==> src/rtl/Purple_Jade_pkg.sv <==
// rtl/Purple_Jade_pkg.sv - shared core types: CDB payload and CDB arbitration sizing
package Purple_Jade_pkg;

  localparam int XLEN      = 32;
  localparam int ROB_TAG_W = 6;

  typedef struct packed {
    logic                 valid;
    logic [ROB_TAG_W-1:0] tag;
    logic [XLEN-1:0]      data;
  } CDB_t;

  localparam int CDB_WIDTH = $bits(CDB_t);

  localparam int NUM_CDB_REQ  = 4;
  localparam int NUM_CDB_LANE = 2;

endpackage

==> src/rtl/cdb_rr_picker.sv <==
// rtl/cdb_rr_picker.sv - rotating multi-grant priority encoder for CDB lanes
module cdb_rr_picker
  import Purple_Jade_pkg::*;
#(
  parameter int NUM_REQ  = NUM_CDB_REQ,
  parameter int NUM_LANE = NUM_CDB_LANE,
  parameter int IDXW     = (NUM_REQ > 1) ? $clog2(NUM_REQ) : 1
) (
  input  logic [NUM_REQ-1:0]                hold_v_i,
  input  logic [IDXW-1:0]                   rr_ptr_i,
  output logic [NUM_REQ-1:0]                grant_o,
  output logic [NUM_LANE-1:0]               lane_vld_o,
  output logic [NUM_LANE-1:0][IDXW-1:0]     lane_idx_o,
  output logic [IDXW-1:0]                   last_idx_o
);

  localparam logic [IDXW:0] NREQ_W = (IDXW+1)'(NUM_REQ);

  always_comb begin
    int            cnt;
    logic [IDXW:0] sum;
    logic [IDXW-1:0] idx;
    grant_o    = '0;
    lane_vld_o = '0;
    lane_idx_o = '0;
    last_idx_o = '0;
    cnt        = 0;
    sum        = '0;
    idx        = '0;
    // Walk requesters starting at rr_ptr; the k-th hit fills lane k.
    for (int k = 0; k < NUM_REQ; k++) begin
      sum = {1'b0, rr_ptr_i} + (IDXW+1)'(k);
      if (sum >= NREQ_W) sum = sum - NREQ_W;
      idx = sum[IDXW-1:0];
      if (hold_v_i[idx] && (cnt < NUM_LANE)) begin
        grant_o[idx] = 1'b1;
        for (int l = 0; l < NUM_LANE; l++) begin
          if (cnt == l) begin
            lane_vld_o[l] = 1'b1;
            lane_idx_o[l] = idx;
          end
        end
        last_idx_o = idx;
        cnt        = cnt + 1;
      end
    end
  end

endmodule

==> src/rtl/cdb_arbiter.sv <==
// rtl/cdb_arbiter.sv - per-producer holding registers shared onto NUM_LANE CDB lanes round-robin
module cdb_arbiter
  import Purple_Jade_pkg::*;
#(
  parameter int NUM_REQ  = NUM_CDB_REQ,
  parameter int NUM_LANE = NUM_CDB_LANE
) (
  input  logic                       clk_i,
  input  logic                       reset_i,
  input  logic [NUM_REQ-1:0]         req_valid_i,
  input  CDB_t [NUM_REQ-1:0]         req_data_i,
  output logic [NUM_REQ-1:0]         req_ready_o,
  input  logic                       flush_i,
  output CDB_t [NUM_LANE-1:0]        cdb_o,
  output logic [$clog2(NUM_REQ):0]   occupancy_o
);

  localparam int IDXW = (NUM_REQ > 1) ? $clog2(NUM_REQ) : 1;
  localparam int OCCW = $clog2(NUM_REQ) + 1;

  logic [NUM_REQ-1:0]            hold_v_q, hold_v_d;
  logic [CDB_WIDTH-1:0]          hold_data_q [NUM_REQ];
  logic [IDXW-1:0]               rr_ptr_q, rr_ptr_d;

  logic [NUM_REQ-1:0]            pick_grant;
  logic [NUM_LANE-1:0]           lane_vld;
  logic [NUM_LANE-1:0][IDXW-1:0] lane_idx;
  logic [IDXW-1:0]               last_idx;
  logic [NUM_REQ-1:0]            granted;
  logic [NUM_REQ-1:0]            accept;

  cdb_rr_picker #(
    .NUM_REQ  (NUM_REQ),
    .NUM_LANE (NUM_LANE),
    .IDXW     (IDXW)
  ) u_picker (
    .hold_v_i   (hold_v_q),
    .rr_ptr_i   (rr_ptr_q),
    .grant_o    (pick_grant),
    .lane_vld_o (lane_vld),
    .lane_idx_o (lane_idx),
    .last_idx_o (last_idx)
  );

  // Ready depends only on state and flush, never on req_valid_i.
  assign granted     = pick_grant & {NUM_REQ{~flush_i}};
  assign req_ready_o = {NUM_REQ{~flush_i}} & (~hold_v_q | granted);
  assign accept      = req_valid_i & req_ready_o;

  always_comb begin
    hold_v_d = (hold_v_q & ~granted) | accept;
    rr_ptr_d = rr_ptr_q;
    if (|granted) begin
      if (last_idx == IDXW'(NUM_REQ - 1)) rr_ptr_d = '0;
      else                                rr_ptr_d = last_idx + 1'b1;
    end
    if (flush_i) begin
      hold_v_d = '0;
      rr_ptr_d = '0;
    end
  end

  always_comb begin
    for (int l = 0; l < NUM_LANE; l++) begin
      cdb_o[l] = '0;
      if (lane_vld[l] && !flush_i) begin
        cdb_o[l]       = CDB_t'(hold_data_q[lane_idx[l]]);
        cdb_o[l].valid = 1'b1;
      end
    end
  end

  always_comb begin
    occupancy_o = '0;
    for (int r = 0; r < NUM_REQ; r++) begin
      occupancy_o = occupancy_o + OCCW'(hold_v_q[r]);
    end
  end

  always_ff @(posedge clk_i or posedge reset_i) begin
    if (reset_i) begin
      hold_v_q <= '0;
      rr_ptr_q <= '0;
    end else begin
      hold_v_q <= hold_v_d;
      rr_ptr_q <= rr_ptr_d;
    end
  end

  // Payload is qualified by hold_v_q, so it needs no reset.
  always_ff @(posedge clk_i) begin
    for (int r = 0; r < NUM_REQ; r++) begin
      if (accept[r]) hold_data_q[r] <= req_data_i[r];
    end
  end

endmodule

==> config.mk <==
export PLATFORM = sky130hd
export DESIGN_NAME = cdb_arbiter
export DESIGN_NICKNAME = d
export VERILOG_FILES = /design/src/rtl/Purple_Jade_pkg.sv /design/src/rtl/cdb_rr_picker.sv /design/src/rtl/cdb_arbiter.sv
export SDC_FILE = /design/constraint.sdc
export NUM_CORES = 1
export LEC_CHECK = 0
export CAP_MARGIN = 20
export CORE_MARGIN = 2
export CORE_UTILIZATION = 50
export DETAILED_ROUTE_END_ITERATION = 6
export PLACE_DENSITY = 0.85
export SLEW_MARGIN = 10
export SYNTH_ARGS = -nofsm -noshare
export SYNTH_HDL_FRONTEND = slang
export SYNTH_SLANG_ARGS = --single-unit
export TNS_END_PERCENT = 5
==> constraint.sdc <==
create_clock -name clk_i -period 14.8 [get_ports clk_i]
set_clock_uncertainty 0.1 [all_clocks]
set_input_delay 1.48 -clock clk_i [delete_from_list [all_inputs] [get_ports clk_i]]
set_output_delay 1.48 -clock clk_i [all_outputs]
set_load 0.02 [all_outputs]
==> impl_metrics.env <==
export IMPL_outcome="finished, final reports clean"
export IMPL_antenna_found_initial=2
export IMPL_power_leakage_nw=3.94
export IMPL_ant_nets=0
export IMPL_synth_edf_count=152
export IMPL_fin_util=0.729
export IMPL_clock_sinks=158
export IMPL_postRouteWirelength_mm=23.3
export IMPL_worst_r2r_path_depth=14
export IMPL_cp_max_fo=40
export IMPL_holdWs_ns=0.557
export IMPL_cts_root_buf="clkbuf_16"
export IMPL_yosys_area_top_type_share=0.578
export IMPL_multiInputGateArea_mm2=0.00290
export IMPL_insertion_delay_ns=0.42
export IMPL_yosys_area_top_type="edfxtp_1"
export IMPL_n_fill_cell=1001
export IMPL_switching_share=0.425
export IMPL_ys_types=43
export IMPL_arrival_ns=8.01
export IMPL_synth_nets=727
export IMPL_yosys_register_bits=158
export IMPL_async_flop_share=0.0380
export IMPL_tns_ns=0
export IMPL_drv_slew=0
export IMPL_cp_required_ns=13.22
export IMPL_min_path_type="flop to flop"
export IMPL_worstSetupEndpointType="output pin"
export IMPL_switchingPower_mw=1.23
export IMPL_synth_flop_cell="edfxtp_1"
export IMPL_start_util=0.515
export IMPL_io_pin_count=248
export IMPL_regArea_mm2=0.00471
export IMPL_wire_per_inst_um=23.1
export IMPL_synth_area_top_cells="edfxtp_1, mux2i_1, o22ai_1"
export IMPL_rsz0062_at_grt="no"
export IMPL_max_cap_violations=0
export IMPL_grt_max_degree=51
export IMPL_avgSynthCellArea_um2=14.4
export IMPL_drtPass1Iterations=5
export IMPL_cts_path_max_buffers=2
export IMPL_fp_dieH_um=130
export IMPL_htreeDepth=4
export IMPL_power_frac_comb=0.640
export IMPL_period_needed_ns=9.59
export IMPL_power_mw=2.89
export IMPL_synth_most_common_cell="mux2i_1"
export IMPL_synth_top_cells_by_count="mux2i_1, edfxtp_1, o22ai_1"
export IMPL_grt_pass1_vias=6119
export IMPL_gp_congestion=0.857
export IMPL_critPathLaunchType="flop"
export IMPL_final_area_mm2=0.0112
export IMPL_p_seq_frac=0.195
export IMPL_fp_dieW_um=130
export IMPL_irDropWorstVdd_v=0.000208
export IMPL_yosysSeqAreaShare=0.597
export IMPL_path_clk_slew_ns=0.06
export IMPL_first_iter_violations=331
export IMPL_crit_type="flop to output pin"
export IMPL_die_area_mm2=0.0168
export IMPL_finalCritPeriodShare=0.648
export IMPL_ctsResizeCount=0
export IMPL_drive_gt1_frac=0.0729
export IMPL_via_per_inst=5.84
export IMPL_grt_first_pass_wirelength_mm=33.7
export IMPL_core_area_mm2=0.0153
export IMPL_hold_violations=0
export IMPL_placed_cell_area_mm2=0.0104
export IMPL_synth_area_mm2=0.00789
export IMPL_rows=45
export IMPL_layout_nets=961
export IMPL_holdPathStages=2
export IMPL_setup_viol=0
export IMPL_globalRouteTotalUtil=0.273
export IMPL_cellPowerDensity_mw_per_mm2=259
export IMPL_area_delta_synth_final_pct=41.5
export IMPL_syn_inst=549
export IMPL_worst_pin_slew_ns=1.12
export IMPL_slew_headroom=0.256
export IMPL_remaining_drc_errors=0
export IMPL_cts_buffers=17
export IMPL_max_freq_mhz=104
export IMPL_internal_power_mw=1.66
export IMPL_overflow=0
export IMPL_post_cts_buffers=0
export IMPL_cts_tree="done"
export IMPL_ys_warnings_count=0
export IMPL_clockPowerShare=0.165
export IMPL_hpwl_mm=14.9
export IMPL_io_buffers=243
export IMPL_vias=5893
export IMPL_hold_buffers=0
-- path summary, 6_finish.rpt --
| path | startpoint | to | slack [ns] |
|---|---|---|---|
| max in group asynchronous | reset_i | hold_v_q[2]$_DFF_PP0_ | 13.20 |
| min in group asynchronous | reset_i | hold_v_q[3]$_DFF_PP0_ | 1.20 |
| worst max register to register | rr_ptr_q[0]$_DFFE_PP0P_ | hold_data_q[3][25]$_DFFE_PP_ | 8.41 |
| worst min-delay path | hold_v_q[3]$_DFF_PP0_ | hold_v_q[3]$_DFF_PP0_ | 0.56 |
| worst max-delay path | rr_ptr_q[0]$_DFFE_PP0P_ | cdb_o[73] | 5.21 |
| worst min register to register | hold_v_q[3]$_DFF_PP0_ | hold_v_q[3]$_DFF_PP0_ | 0.56 |
-- state kept, by name, indices dropped and copies added, names as in the netlist --
name,cells
hold_v_q,4
rr_ptr_q,2
hold_data_q,152
-- final cells by class --
| cell class | count | area share |
|---|---|---|
| timing repair buffer | 253 | 0.231 |
| clock inverter | 15 | 0.0196 |
| tap | 211 | 0.0236 |
| multi-input combinational | 338 | 0.260 |
| sequential | 158 | 0.422 |
| antenna | 2 | 0.000448 |
| inverter | 15 | 0.00504 |
| clock buffer | 17 | 0.0381 |
-- cell families after synthesis --
logic type | share of synthesized area
compound gates | 0.0972
xor+xnor | 0.00111
fa+ha+maj | 0.0257
buf+inv | 0.0376
flops | 0.597
mux | 0.213
simple gates | 0.0279
-- metrics by stage --
step | std cells | worst slack (ns)
finish | 1009 | 5.21
global route | 1009 | 4.85
CTS | 1003 | 5.28
detailed placement | 971 | 5.76
global placement | 971 | 5.96
floorplan | 549 | 8.35
-- metal layers --
layer,vias to the layer above,part of all wire,GRT usage
met4,0,0.029,0.121
li1,2653,-,-
met1,2912,0.37,0.307
met5,-,0,0
met2,287,0.52,0.479
met3,41,0.078,0.0846
-- cell usage in the layout (no fill, tap or decap), drive strengths merged, types with 3 or more instances in the layout --
| cell | count |
|---|---|
| clkdlybuf4s50 | 243 |
| mux2i | 158 |
| edfxtp | 152 |
| o22ai | 76 |
| clkbuf | 17 |
| nor2 | 15 |
| inv | 14 |
| ha | 13 |
| buf | 10 |
| a21oi | 8 |
| clkinv | 8 |
| nand2 | 7 |
| dfrtp | 6 |
| nand2b | 6 |
| nand3 | 5 |
| a31oi | 5 |
| o21ai | 5 |
| bufinv | 5 |
| and2 | 5 |
| a22o | 4 |
| mux2 | 4 |
| a221oi | 4 |
| a211o | 3 |
| clkinvlp | 3 |
-- critical path, cell delays in order, from the launching register on --
cell             delay [ns]
dfrtp_1                0.70
clkinv_1               0.47
ha_1                   0.59
mux4_2                 0.51
ha_1                   0.30
nand2b_1               0.17
o2bb2ai_1              0.85
clkinv_1               0.35
fa_1                   0.44
a21boi_1               0.21
and2_4                 0.23
a31o_1                 0.21
a21oi_4                0.12
buf_4                  0.59
buf_4                  0.69
mux2i_1                0.18
o22ai_1                0.25
clkdlybuf4s50_1        0.67
-- power groups by stage --
stage / clock [mW] / sequential, mW / combinational, mW
after floorplan: 0 / 0.561 / 1.25
after detailed placement: 0 / 0.573 / 1.83
after CTS: 0.482 / 0.564 / 1.84
after global placement: 0 / 0.568 / 1.79
final: 0.476 / 0.563 / 1.85
after global routing: 0.501 / 0.568 / 1.94
(Power assumes the default switching activity.)
